===== config.mk =====
export PLATFORM = sky130hd
export DESIGN_NAME = kettle_sensor_conditioner
export DESIGN_NICKNAME = d
export VERILOG_FILES = /design/src/rtl/kettle_sensor_conditioner.sv
export SDC_FILE = /design/constraint.sdc
export NUM_CORES = 1
export LEC_CHECK = 0
export ABC_AREA = 1
export BUFFER_PORTS_ARGS = -buffer_cell sky130_fd_sc_hd__buf_2
export CORE_UTILIZATION = 54
export DETAILED_ROUTE_END_ITERATION = 7
export PLACE_DENSITY = 0.75
export SKIP_LAST_GASP = 1
export SLEW_MARGIN = 40
export SYNTH_ARGS = -nofsm -noshare
export SYNTH_HDL_FRONTEND = slang
export SYNTH_SLANG_ARGS = --single-unit

===== constraint.sdc =====
create_clock -name clk -period 1.9 [get_ports clk]
set_input_delay 0.285 -clock clk [delete_from_list [all_inputs] [get_ports clk]]
set_output_delay 0.285 -clock clk [all_outputs]
set_load 0.01 [all_outputs]

===== src/rtl/kettle_sensor_conditioner.sv =====
// Kettle sensor front end: synchronizes and debounces the start button and
// water-level switch, produces a gated one-cycle start request, averages the
// temperature over a 4-sample window with an over-temperature flag, and
// latches a sensor fault when temperature samples stop arriving.
module kettle_sensor_conditioner #(
  parameter int         DEBOUNCE_CYC   = 4,
  parameter logic [7:0] OVERTEMP_LIMIT = 8'd100,
  parameter int         TIMEOUT_CYC    = 64
) (
  input  logic       clk,
  input  logic       rst_n,
  input  logic       btn_raw,
  input  logic       water_raw,
  input  logic [7:0] temp_raw,
  input  logic       sample_valid,
  output logic       start_pulse,
  output logic       water_ok,
  output logic [7:0] temp_filt,
  output logic       temp_valid,
  output logic       over_temp,
  output logic       sensor_fault
);

  localparam int DB_W = $clog2(DEBOUNCE_CYC + 1);
  localparam int TO_W = $clog2(TIMEOUT_CYC + 1);

  // Bit 0 is the button, bit 1 the water switch.
  logic [1:0] raw_in;
  logic [1:0] db_level;

  assign raw_in = {water_raw, btn_raw};

  genvar gi;
  generate
    for (gi = 0; gi < 2; gi++) begin : g_db
      logic            sync1_reg;
      logic            sync2_reg;
      logic            level_reg;
      logic [DB_W-1:0] cnt_reg;

      // Two-flop synchronizer for the asynchronous raw input.
      always_ff @(posedge clk or negedge rst_n) begin
        if (!rst_n) begin
          sync1_reg <= 1'b0;
          sync2_reg <= 1'b0;
        end else begin
          sync1_reg <= raw_in[gi];
          sync2_reg <= sync1_reg;
        end
      end

      // Adopt a new level only after DEBOUNCE_CYC consecutive differing cycles.
      always_ff @(posedge clk or negedge rst_n) begin
        if (!rst_n) begin
          level_reg <= 1'b0;
          cnt_reg   <= '0;
        end else if (sync2_reg == level_reg) begin
          cnt_reg <= '0;
        end else if (cnt_reg == DB_W'(DEBOUNCE_CYC - 1)) begin
          level_reg <= sync2_reg;
          cnt_reg   <= '0;
        end else begin
          cnt_reg <= cnt_reg + DB_W'(1);
        end
      end

      assign db_level[gi] = level_reg;
    end
  endgenerate

  logic btn_d_reg;
  logic fault_reg;

  // Remember the previous debounced button level for rising-edge detection.
  always_ff @(posedge clk or negedge rst_n) begin
    if (!rst_n) begin
      btn_d_reg <= 1'b0;
    end else begin
      btn_d_reg <= db_level[0];
    end
  end

  // A press that occurs without water or with a fault is simply dropped.
  assign start_pulse  = db_level[0] & ~btn_d_reg & db_level[1] & ~fault_reg;
  assign water_ok     = db_level[1];
  assign sensor_fault = fault_reg;

  logic [7:0] win_reg [0:3];
  logic [2:0] fill_reg;
  logic [9:0] sum_reg;
  logic       upd_reg;
  logic       full_reg;

  // Sample window shift with a running sum; entry 3 is the oldest sample.
  always_ff @(posedge clk or negedge rst_n) begin
    if (!rst_n) begin
      for (int i = 0; i < 4; i++) begin
        win_reg[i] <= 8'd0;
      end
      fill_reg <= 3'd0;
      sum_reg  <= 10'd0;
      upd_reg  <= 1'b0;
      full_reg <= 1'b0;
    end else if (sample_valid) begin
      win_reg[0] <= temp_raw;
      for (int i = 1; i < 4; i++) begin
        win_reg[i] <= win_reg[i-1];
      end
      sum_reg  <= sum_reg + {2'b00, temp_raw} - {2'b00, win_reg[3]};
      fill_reg <= (fill_reg == 3'd4) ? 3'd4 : fill_reg + 3'd1;
      upd_reg  <= 1'b1;
      full_reg <= (fill_reg >= 3'd3);
    end else begin
      upd_reg <= 1'b0;
    end
  end

  // Publish the average one edge after the sample; flag only full windows.
  always_ff @(posedge clk or negedge rst_n) begin
    if (!rst_n) begin
      temp_filt  <= 8'd0;
      temp_valid <= 1'b0;
      over_temp  <= 1'b0;
    end else begin
      temp_valid <= upd_reg & full_reg;
      if (upd_reg) begin
        temp_filt <= sum_reg[9:2];
      end
      if (upd_reg && full_reg) begin
        over_temp <= (sum_reg[9:2] >= OVERTEMP_LIMIT);
      end
    end
  end

  logic [TO_W-1:0] idle_reg;

  // Count idle cycles; a sample on the limiting cycle wins over the fault.
  always_ff @(posedge clk or negedge rst_n) begin
    if (!rst_n) begin
      idle_reg  <= '0;
      fault_reg <= 1'b0;
    end else if (sample_valid) begin
      idle_reg <= '0;
    end else begin
      if (idle_reg != TO_W'(TIMEOUT_CYC)) begin
        idle_reg <= idle_reg + TO_W'(1);
      end
      if (idle_reg == TO_W'(TIMEOUT_CYC - 1)) begin
        fault_reg <= 1'b1;
      end
    end
  end

endmodule


## Yosys cells after proc, flatten, opt, wreduce, memory -nomap -nowiden

Index checks and enable logic that the tools add are counted.

- $add $sub $neg: 6
- Bitwise gates (word level): 9
- Reduce and logical (&&, ||, !) cells: 5
- Eq/ne operators: 7
- Muxes and demuxes: 8
- $lt $le $gt $ge: 2

Operator list:

| operator | count |
|---|---|
| two-way mux 3 bit | 5 |
| two-way mux 7 bit | 2 |
| adder 10 x 8 -> 10 bit | 1 |
| subtractor 10 x 8 -> 10 bit | 1 |
| adder 3 x 1 -> 3 bit (second input constant) | 3 |
| >= comparator 8 x 7 -> 1 bit (second input constant) | 1 |
| adder 7 x 1 -> 7 bit (second input constant) | 1 |
| equality test 7 x 6 -> 1 bit (second input constant) | 1 |
| inequality test 7 bit (second input constant) | 1 |
| equality test 3 x 2 -> 1 bit (second input constant) | 2 |
| AND reduction 2 bit | 3 |
| NOT 1 bit | 5 |
| AND 1 bit | 4 |
| equality test 3 bit (second input constant) | 1 |
| >= comparator 3 x 2 -> 1 bit (second input constant) | 1 |
| equality test 1 bit | 2 |
| nonzero test 2 bit | 1 |
| logical AND 1 bit | 1 |
| two-way mux 1 bit | 1 |

- Bits of input ports: 13
- Register bits: 78
- Word-level logic and storage cells: 59

## Depth between registers and ports, before layout

Gate-level depths: netlist (run 1).

- Depth in word-level cells: 4
- Gate-level depth with buffers: 14

## Worst setup path before layout (run 1)

OpenSTA, ideal clock, no wires.

- Path type: register to register
- Start: register win_reg[1] (netlist bit)
- End: register sum_reg[8]
- Period minus slack after synthesis: 1.986 ns
- Cell stages (with the launch flop): 11
- Required time: 1.783 ns
- Arrival: 1.869 ns
- Slack: -0.086 ns
- Buffers on the path: 0
- Cell sequence: dfrtp_1 -> fa_1 -> fa_1 -> inv_1 -> nand2_2 -> a21oi_2 -> nand2_1 -> nand2_1 -> nand2_1 -> nand3_1 -> nand2_1

- Word-level cells in the longest chain between the ends: 1

RTL lines:

| item | line | source |
|---|---|---|
| start: declaration | 88 | `logic [7:0] win_reg [0:3];` |
| start signal: indexed assignment | 107 | `win_reg[i] <= win_reg[i-1];` |
| subtractor 10 x 8 -> 10 bit | 109 | `sum_reg <= sum_reg + {2'b00, temp_raw} - {2'b00, win_reg[3]};` |
| end signal: assignment | 109 |  |
| end: declaration | 90 | `logic [9:0] sum_reg;` |

No other way between the ends.
A chain may end at the register's enable or synchronous reset.

## Worst setup path after layout (run 1)

- Start: register sum_reg[1]
- End: register sum_reg[5]

- Word-level cells in the longest chain between the ends: 2

RTL lines:

| item | line |
|---|---|
| adder 10 x 8 -> 10 bit | 109 |
| subtractor 10 x 8 -> 10 bit | 109 |

No other way between the ends.

==> impl_metrics.yaml, run 1 <==
critical_path:
  cp_num_buf_inv: 2
  crit_type: "reg2reg"
  cp-end-kind: "flip-flop"
  critical_path_arrival_ns: 2.29
  path_cells: "inv_2, fa_2, inv_1, ha_4, nand3_1, nand3_2, nand2_1, nand2_1, nand2_1, nand2_1, o21ai_2"
  crit_path_start_kind: "flip-flop"
  cp_max_fo: 3
  critical-path-top-delay-family: "adder cells"
  required_ns: 2.13
  cpMostUsedCell: "nand2_1"
  cp_slowest_stage_delay_ns: 0.60
  crit_slowest_cell: "fa_2"
timing:
  fin_crit_ns: 2.06
  worst_pin_slew_ns: 0.504
  drv_slew: 0
  hold_viol: 0
  period_share_pct: 108
  fmax_ghz: 0.487
  grt_setup_unrepaired: "true"
  fin_skew_ns: 0.00586
  setup_ws_ns: -0.155
  hold-worst-slack_ns: 0.0404
  setup_violations: 7
  max_slew_margin_pct: 66.4
global_routing:
  grt_pass1_vias: 2715
  gr-total-overflow: 0
  antenna_found_initial: 0
  grt_pass1_wl_um: 12000
  grt_use_total_pct: 21.8
  grt_start_max_net_pins: 52
clocking:
  ctsHtreeMaxLevel: 3
  cts_root_buffer: "clkbuf_8"
  cts_buffers: 9
  clkTransAtPathRegs_ns: 0.08
  clk_path_buf_depth: 2
  cts_tree: "yes"
  clock_latency_ns: 0.34
  clkSinkCount: 78
outcome:
  failed_checks: "DRC, setup timing"
  status: "complete, but fails checks"
finish:
  drive_gt1_share_pct: 21.7
  syn_to_final_growth_pct: 21.4
  seqCellArea_um2: 1950
  finalNonFillerCells: 551
  finalNetCount: 508
  final_util_pct: 69.2
  largest_reg_flops: 32
  n_fill_cell: 498
  mostFrequentLayoutCell: "nand2_1"
  diodes: 0
  multi_input_area_um2: 1640
  final_cell_mix: "nand2_1 (129), dfrtp_1 (78), inv_1 (52), nor2_1 (28), buf_2 (24)"
floorplan:
  die_area_um2: 7190
  rows: 29
  ios: 26
  die_w_um: 84.8
  initial_core_util_pct: 57.0
  core_um2: 6490
  die_h_um: 84.8
hold_path:
  worstHoldPathType: "in2reg"
route:
  drt_iter0_markers: 158
  finalWirelength_um: 6940
  vias_per_cell: 4.94
  drc_errors: 3
  vias: 2720
  post_drt_wl_per_cell_um: 12.6
  drtPass1Iterations: 7
  final_antenna_net_count: 0
power:
  ir_worst_vdd_mv: 0.734
  p_leak_nw: 2.32
  power_mw: 7.18
  power_density_nw_per_um2: 1600
synthesis:
  async_reset_ff_share_pct: 100
  netlist_area_um2: 3700
  synthFlopType: "dfrtp_1"
  syn_nets: 462
  ys_types: 28
  syn_avg_cell_area_um2: 8.76
  ys_seq_area_share_pct: 52.7
  yosys_warnings: 0
  netlist_instances: 423
  ys_seq_elements: 78
  synth-edff-count: 0
placement:
  post-place-ws_ns: -0.203
  portBuffers: 25
  dp_cells: 528
  place_congestion: 0.860
  dp_hpwl_um: 4500
run:
  maxCapViolations: 0
-- routing by layer --
metal,wire length (um),GRT usage [%],vias up
met1,3370,28.7,1267
met2,3270,35.0,44
li1,-,-,1398
met5,0,0,-
met3,192,5.06,11
met4,118,9.24,0
-- area by class of cell --
class	instances	share of cell area (%)
clock buffer	11	3.15
clock inverter	5	2.37
inverter	63	5.26
multi-input combinational	269	36.4
sequential	78	43.4
tap	77	2.14
timing repair buffer	48	7.29
-- logic make-up after synthesis --
| logic type | count (synthesis) | share of synthesized area [%] |
|---|---|---|
| simple gates | 196 | 21.5 |
| flops | 78 | 52.7 |
| buf+inv | 76 | 8.07 |
| compound gates | 43 | 6.25 |
| fa+ha+maj | 26 | 10.4 |
| xor+xnor | 2 | 0.473 |
| mux | 2 | 0.608 |
-- per-stage QoR --
stage	area, um^2	TNS, ns
4_1_cts	4460	-0.307
6_report	4500	-0.736
2_1_floorplan	3720	-0.0829
3_3_place_gp	4030	-0.871
3_5_place_dp	4030	-1.11
5_1_grt	4500	-1.52
-- report_power, final --
| part | total (mW) | internal, mW | leakage (nW) | switching, mW |
|---|---|---|---|---|
| sequential | 2.22 | 2.01 | 0.959 | 0.201 |
| clock | 1.52 | 0.912 | 0.120 | 0.613 |
| combinational | 3.44 | 1.57 | 1.24 | 1.87 |
-- path summary, 6_finish.rpt --
check | slack [ns] | endpoint | start | cells after the start
worst min register to register | 0.35 | g_db[0].sync2_reg | g_db[0].sync1_reg | 0
min in group asynchronous | 0.32 | idle_reg[6] | rst_n | 2
worst min-delay path | 0.04 | g_db[0].sync1_reg | btn_raw | 1
worst max register to register | -0.16 | sum_reg[5] | sum_reg[1] | 11
worst max-delay path | -0.16 | sum_reg[5] | sum_reg[1] | 11
max in group asynchronous | 0.99 | win_reg[27] | rst_n | 3
-- synthesized netlist by cell type (3+ instances only) --
library cell	instances	share of area, %
nor3_1	6	0.81
nand3_1	16	2.2
o22ai_1	3	0.51
o21ai_0	17	2.3
ha_1	18	6.1
buf_2	8	1.1
fa_1	8	4.3
clkbuf_1	4	0.41
nand2_1	135	14
dfrtp_1	78	53
a21oi_1	17	2.3
nor2_1	29	2.9
inv_1	61	6.2
-- repair_timing --
action	4_1_cts	5_1_grt
setup buffers	6	0
cloned	0	0
setup endpoints to repair	7	7
resized for setup	25	7
hold endpoints to repair	13	0
pin swaps	18	9
hold buffers	1	0
(Power assumes the default switching activity.)
==> run 2, diff against run 1 <==
--- a/config.mk
+++ b/config.mk
@@ -7,9 +7,9 @@
 export LEC_CHECK = 0
 export ABC_AREA = 1
 export BUFFER_PORTS_ARGS = -buffer_cell sky130_fd_sc_hd__buf_2
-export CORE_UTILIZATION = 54
+export CORE_UTILIZATION = 40
+export CTS_BUF_LIST = sky130_fd_sc_hd__clkbuf_4
 export DETAILED_ROUTE_END_ITERATION = 7
-export PLACE_DENSITY = 0.75
 export SKIP_LAST_GASP = 1
 export SLEW_MARGIN = 40
 export SYNTH_ARGS = -nofsm -noshare
==> impl_metrics.yaml, run 2 (synthesis gave the netlist of run 1 again) <==
outcome:
  status: "complete, but fails checks"
  failed_checks: "DRC, setup timing"
route:
  drc_errors: 3
  drt_iter0_markers: 157
  drtPass1Iterations: 8
  vias: 2750
  final_antenna_net_count: 0
  post_drt_wl_per_cell_um: 11.5
  vias_per_cell: 4.73
  finalWirelength_um: 6710
finish:
  n_fill_cell: 853
  syn_to_final_growth_pct: 20.2
  final_cell_mix: "nand2_1 (127), dfrtp_1 (78), inv_1 (50), nor2_1 (27), buf_2 (24)"
  fin_area_um2: 4450
  finalNetCount: 508
  finalNonFillerCells: 582
  mostFrequentLayoutCell: "nand2_1"
  largest_reg_flops: 32
  seqCellArea_um2: 1950
  diodes: 0
  final_util_pct: 50.3
  multi_input_area_um2: 1630
  drive_gt1_share_pct: 22.4
global_routing:
  grt_use_total_pct: 15.8
  gr-total-overflow: 0
  antenna_found_initial: 0
  grt_pass1_vias: 2673
  grt_pass1_wl_um: 12200
  grt_start_max_net_pins: 52
floorplan:
  die_w_um: 98.2
  die_area_um2: 9650
  core_um2: 8850
  die_h_um: 98.2
  rows: 34
  initial_core_util_pct: 41.9
  ios: 26
critical_path:
  crit_path_start_kind: "flip-flop"
  critical_path_arrival_ns: 2.37
  cp_num_buf_inv: 2
  cp-end-kind: "flip-flop"
  required_ns: 2.23
  cp_max_fo: 4
  crit_slowest_cell: "fa_2"
  cp_slowest_stage_delay_ns: 0.46
  critical-path-top-delay-family: "adder cells"
  path_cells: "inv_2, fa_2, fa_2, inv_2, nand2_4, a21oi_4, nand2_1, nand2_1, nand2_1, nand3_1, nand2_1"
  cpMostUsedCell: "nand2_1"
  crit_type: "reg2reg"
clocking:
  cts_buffers: 9
  clk_path_buf_depth: 2
  clkSinkCount: 78
  ctsHtreeMaxLevel: 3
  clkTransAtPathRegs_ns: 0.13
  clock_latency_ns: 0.42
  cts_tree: "yes"
  cts_root_buffer: "clkbuf_4"
timing:
  fmax_ghz: 0.490
  fin_skew_ns: 0.0158
  setup_ws_ns: -0.140
  drv_slew: 0
  setup_violations: 6
  fin_crit_ns: 2.04
  period_share_pct: 107
  setup-tns-final_ns: -0.418
  worst_pin_slew_ns: 0.520
  max_slew_margin_pct: 65.3
  hold_viol: 0
  grt_setup_unrepaired: "true"
hold_path:
  worstHoldPathType: "in2reg"
placement:
  place_congestion: 0.877
  portBuffers: 25
  dpl_cell_area_um2: 4070
  dp_cells: 559
  dp_hpwl_um: 4570
power:
  p_leak_nw: 2.28
  power_density_nw_per_um2: 1520
  ir_worst_vdd_mv: 0.668
run:
  maxCapViolations: 0
## run 2: layer usage
| metal | up-vias | global-route usage (%) | wire, um |
|---|---|---|---|
| li1 | 1407 | - | - |
| met1 | 1292 | 22.6 | 3530 |
| met2 | 36 | 23.4 | 2820 |
| met3 | 15 | 3.15 | 211 |
| met4 | 0 | 6.89 | 144 |
| met5 | - | 0 | 0 |
## run 2: worst min-delay path: stages
cell	delay, ns
buf_2	0.10
nand2_1	0.05
nand2_1	0.05
## run 2: layout make-up
type                            instances  area share [%]
Sequential cell                        78            43.8
Clock inverter                          7            2.22
Clock buffer                            9            1.52
Timing Repair Buffer                   48            7.56
Tap cell                              108            3.03
Inverter                               63            5.31
Multi-Input combinational cell        269            36.5
## run 2: where the power goes
part	internal, mW	total (mW)	switching (mW)
clock	0.537	1.14	0.605
sequential	2.01	2.22	0.202
combinational	1.58	3.41	1.83
total	4.13	6.77	2.64
## run 2: path summary, 6_finish.rpt
path / from / end / slack [ns] / depth (start not counted)
max: sum_reg[1] / sum_reg[8] / -0.14 / 11
min: temp_raw[0] / win_reg[24] / 0.09 / 3
max reg2reg: sum_reg[1] / sum_reg[8] / -0.14 / 11
min reg2reg: g_db[1].sync1_reg / g_db[1].sync2_reg / 0.37 / 0
max in group asynchronous: rst_n / temp_filt[5] / 0.98 / 3
min in group asynchronous: rst_n / g_db[0].sync1_reg / 0.32 / 2
## run 2: through the flow
stage	power (mW)	hold WS (ns)	setup slack [ns]
final	6.77	0.0871	-0.140
after global routing	7.38	0.0702	-0.255
after CTS	6.51	0.0585	-0.142
after detailed placement	4.90	0.266	-0.223
after global placement	4.83	0.261	-0.182
after floorplan	4.07	-0.0106	-0.0428
## run 2: repair_timing
item | in CTS | in global routing
buffers inserted | 2 | 2
hold endpoints to repair | 33 | 0
hold buffers | 3 | 0
pin swaps | 14 | 14
resized for setup | 20 | 17
endpoints found under the setup margin | 7 | 8
==> run 3, diff against run 2 <==
--- a/config.mk
+++ b/config.mk
@@ -5,11 +5,12 @@
 export SDC_FILE = /design/constraint.sdc
 export NUM_CORES = 1
 export LEC_CHECK = 0
-export ABC_AREA = 1
+export ABC_AREA = 0
 export BUFFER_PORTS_ARGS = -buffer_cell sky130_fd_sc_hd__buf_2
 export CORE_UTILIZATION = 40
 export CTS_BUF_LIST = sky130_fd_sc_hd__clkbuf_4
 export DETAILED_ROUTE_END_ITERATION = 7
+export SETUP_SLACK_MARGIN = 0.4
 export SKIP_LAST_GASP = 1
 export SLEW_MARGIN = 40
 export SYNTH_ARGS = -nofsm -noshare
==> impl_metrics.yaml, run 3 <==
floorplan:
  die_w_um: 97.5
  die_h_um: 97.5
  rows: 34
  die_area_um2: 9500
  ios: 26
  core_um2: 8760
  initial_core_util_pct: 41.6
run:
  maxCapViolations: 0
hold_path:
  worstHoldStart: "temp_raw[6]"
  worstHoldPathType: "in2reg"
  min_to: "win_reg[30]"
  hold_path_depth: 2
finish:
  finalNonFillerCells: 475
  drive_gt1_share_pct: 38.1
  finalNetCount: 401
  mostFrequentLayoutCell: "dfrtp_1"
  syn_to_final_growth_pct: 22.0
  diodes: 0
  final_cell_mix: "dfrtp_1 (78), mux2_2 (42), inv_1 (37), buf_4 (25), buf_2 (24)"
  n_fill_cell: 805
  largest_reg_flops: 32
route:
  vias_per_cell: 4.81
  post_drt_wl_per_cell_um: 12.3
  drt_iter0_markers: 90
  drc_errors: 0
  finalWirelength_um: 5840
  vias: 2283
  final_antenna_net_count: 0
  drtPass1Iterations: 4
clocking:
  cts_tree: "yes"
  cts_root_buffer: "clkbuf_4"
  clkTransAtPathRegs_ns: 0.13
  cts_buffers: 9
  clkSinkCount: 78
  clock_latency_ns: 0.42
  clk_path_buf_depth: 2
  ctsHtreeMaxLevel: 3
timing:
  setup_violations: 7
  max_slew_margin_pct: 76.3
  setup_ws_ns: -0.376
  fmax_ghz: 0.439
  hold_viol: 0
  period_share_pct: 120
  fin_crit_ns: 2.28
  grt_setup_unrepaired: "true"
  fin_skew_ns: 0.0129
  worst_pin_slew_ns: 0.355
  drv_slew: 0
placement:
  portBuffers: 25
  dp_hpwl_um: 4210
  place_congestion: 0.768
  dp_cells: 452
synthesis:
  synth_top_area_share_pct: 53.5
  synth_largest_area_cell: "dfrtp_1"
  yosysMostFrequentCell: "dfrtp_1"
  async_reset_ff_share_pct: 100
  syn_avg_cell_area_um2: 12.1
  ys_seq_elements: 78
  netlist_area_um2: 3650
  syn_nets: 341
  netlist_instances: 302
  synth-edff-count: 0
  synthFlopType: "dfrtp_1"
  ys_types: 44
  synth.area.top_cells: "dfrtp_1 (54%), mux2_2 (13%), ha_1 (6.2%)"
  ys_seq_area_share_pct: 53.5
  yosys_warnings: 0
  synth_common_cells: "dfrtp_1 (78), inv_1 (44), mux2_2 (42), ha_1 (18), o21ai_0 (14)"
power:
  p_leak_nw: 2.10
  ir_worst_vdd_mv: 0.672
  power_mw: 7.34
  power_density_nw_per_um2: 1650
critical_path:
  r2r_start: "win_reg[1]"
  worst_r2r_endpoint: "sum_reg[9]"
  crit_type: "reg2reg"
  crit_path_start_kind: "flip-flop"
  cp-end-kind: "flip-flop"
  critical_path_arrival_ns: 2.63
  cp_max_fo: 3
  r2r_cells: 8
  r2r_setup_slack_ns: -0.38
  required_ns: 2.25
global_routing:
  grt_pass1_wl_um: 10700
  antenna_found_initial: 0
  grt_pass1_vias: 2374
  grt_use_total_pct: 14.1
  grt_start_max_net_pins: 69
  gr-total-overflow: 0
outcome:
  status: "complete, but fails checks"
  failed_checks: "setup timing"
run 3: report_power, final:
group	switching [mW]	leakage, nW	internal, mW
clock network	0.585	0.0825	0.537
logic	1.79	1.09	2.07
registers	0.253	0.937	2.11
total	2.62	2.10	4.72
run 3: layout make-up:
| class | instances | area (um^2) | area share [%] |
|---|---|---|---|
| tap | 108 | 135 | 3.04 |
| sequential | 78 | 1950 | 43.9 |
| inverter | 44 | 165 | 3.71 |
| timing repair buffer | 57 | 412 | 9.25 |
| multi-input combinational | 172 | 1620 | 36.4 |
| clock inverter | 7 | 97.6 | 2.19 |
| clock buffer | 9 | 67.6 | 1.52 |
run 3: worst max-delay path, cell delays in order (launching register included):
cell and delay, ns:
dfrtp_1 0.41, fa_2 0.58, inv_2 0.05, ha_4 0.27, a211oi_4 0.07, o21bai_2 0.17
a21oi_2 0.10, or4_1 0.47, nand3_1 0.10
run 3: cell families (layout without fill, tap and decap cells):
family / Yosys count / count (layout) / share of synthesized area (%)
AO/OA/AOI/OAI: 42 / 42 / 7.44
XOR/XNOR: 9 / 9 / 2.16
adder cells (fa/ha/maj): 26 / 26 / 10.6
buffers and inverters: 52 / 117 / 5.66
flip-flops: 78 / 78 / 53.5
multiplexers: 44 / 44 / 13.5
AND/OR/NAND/NOR: 51 / 51 / 7.14
run 3: through the flow:
step                      setup TNS [ns]  setup slack, ns  util (%)  instance area (um^2)  hold slack (ns)
after floorplan                   -0.822           -0.232         -                  3720          -0.0106
after global placement             -1.87           -0.382      47.4                  4150            0.133
after detailed placement           -1.95           -0.420      47.4                  4150            0.132
after CTS                          -1.76           -0.354      50.4                  4420           0.0775
after global routing               -2.32           -0.455      50.8                  4450           0.0863
final                              -1.67           -0.376      50.8                  4450            0.110
run 3: worst max-delay path by stage:
stage	from	to	slack [ns]	cells after the start
global placement	temp_raw[1]	sum_reg[9]	-0.38	10
finish	win_reg[1]	sum_reg[9]	-0.38	8
floorplan	win_reg[0]	sum_reg[8]	-0.23	10
CTS	win_reg[1]	sum_reg[9]	-0.35	8
detailed placement	temp_raw[1]	sum_reg[9]	-0.42	10
global route	win_reg[1]	sum_reg[9]	-0.45	8
run 3: repair_timing:
action	CTS	global route
buffers inserted	3	1
hold buffers	3	0
pin swaps	11	6
gates resized for setup	8	6
setup endpoints to repair	10	10
endpoints found under the hold margin	80	0
run 3: routing by layer:
metal  vias up  wire length [um]  part of all wire (%)  track usage (%)
li1       1130                 -                     -                -
met1      1125              2910                    50             18.4
met2        20              2670                    46             22.1
met3         8               159                   2.7             3.53
met4         0                97                   1.7             6.45
met5         -                 0                     0                0
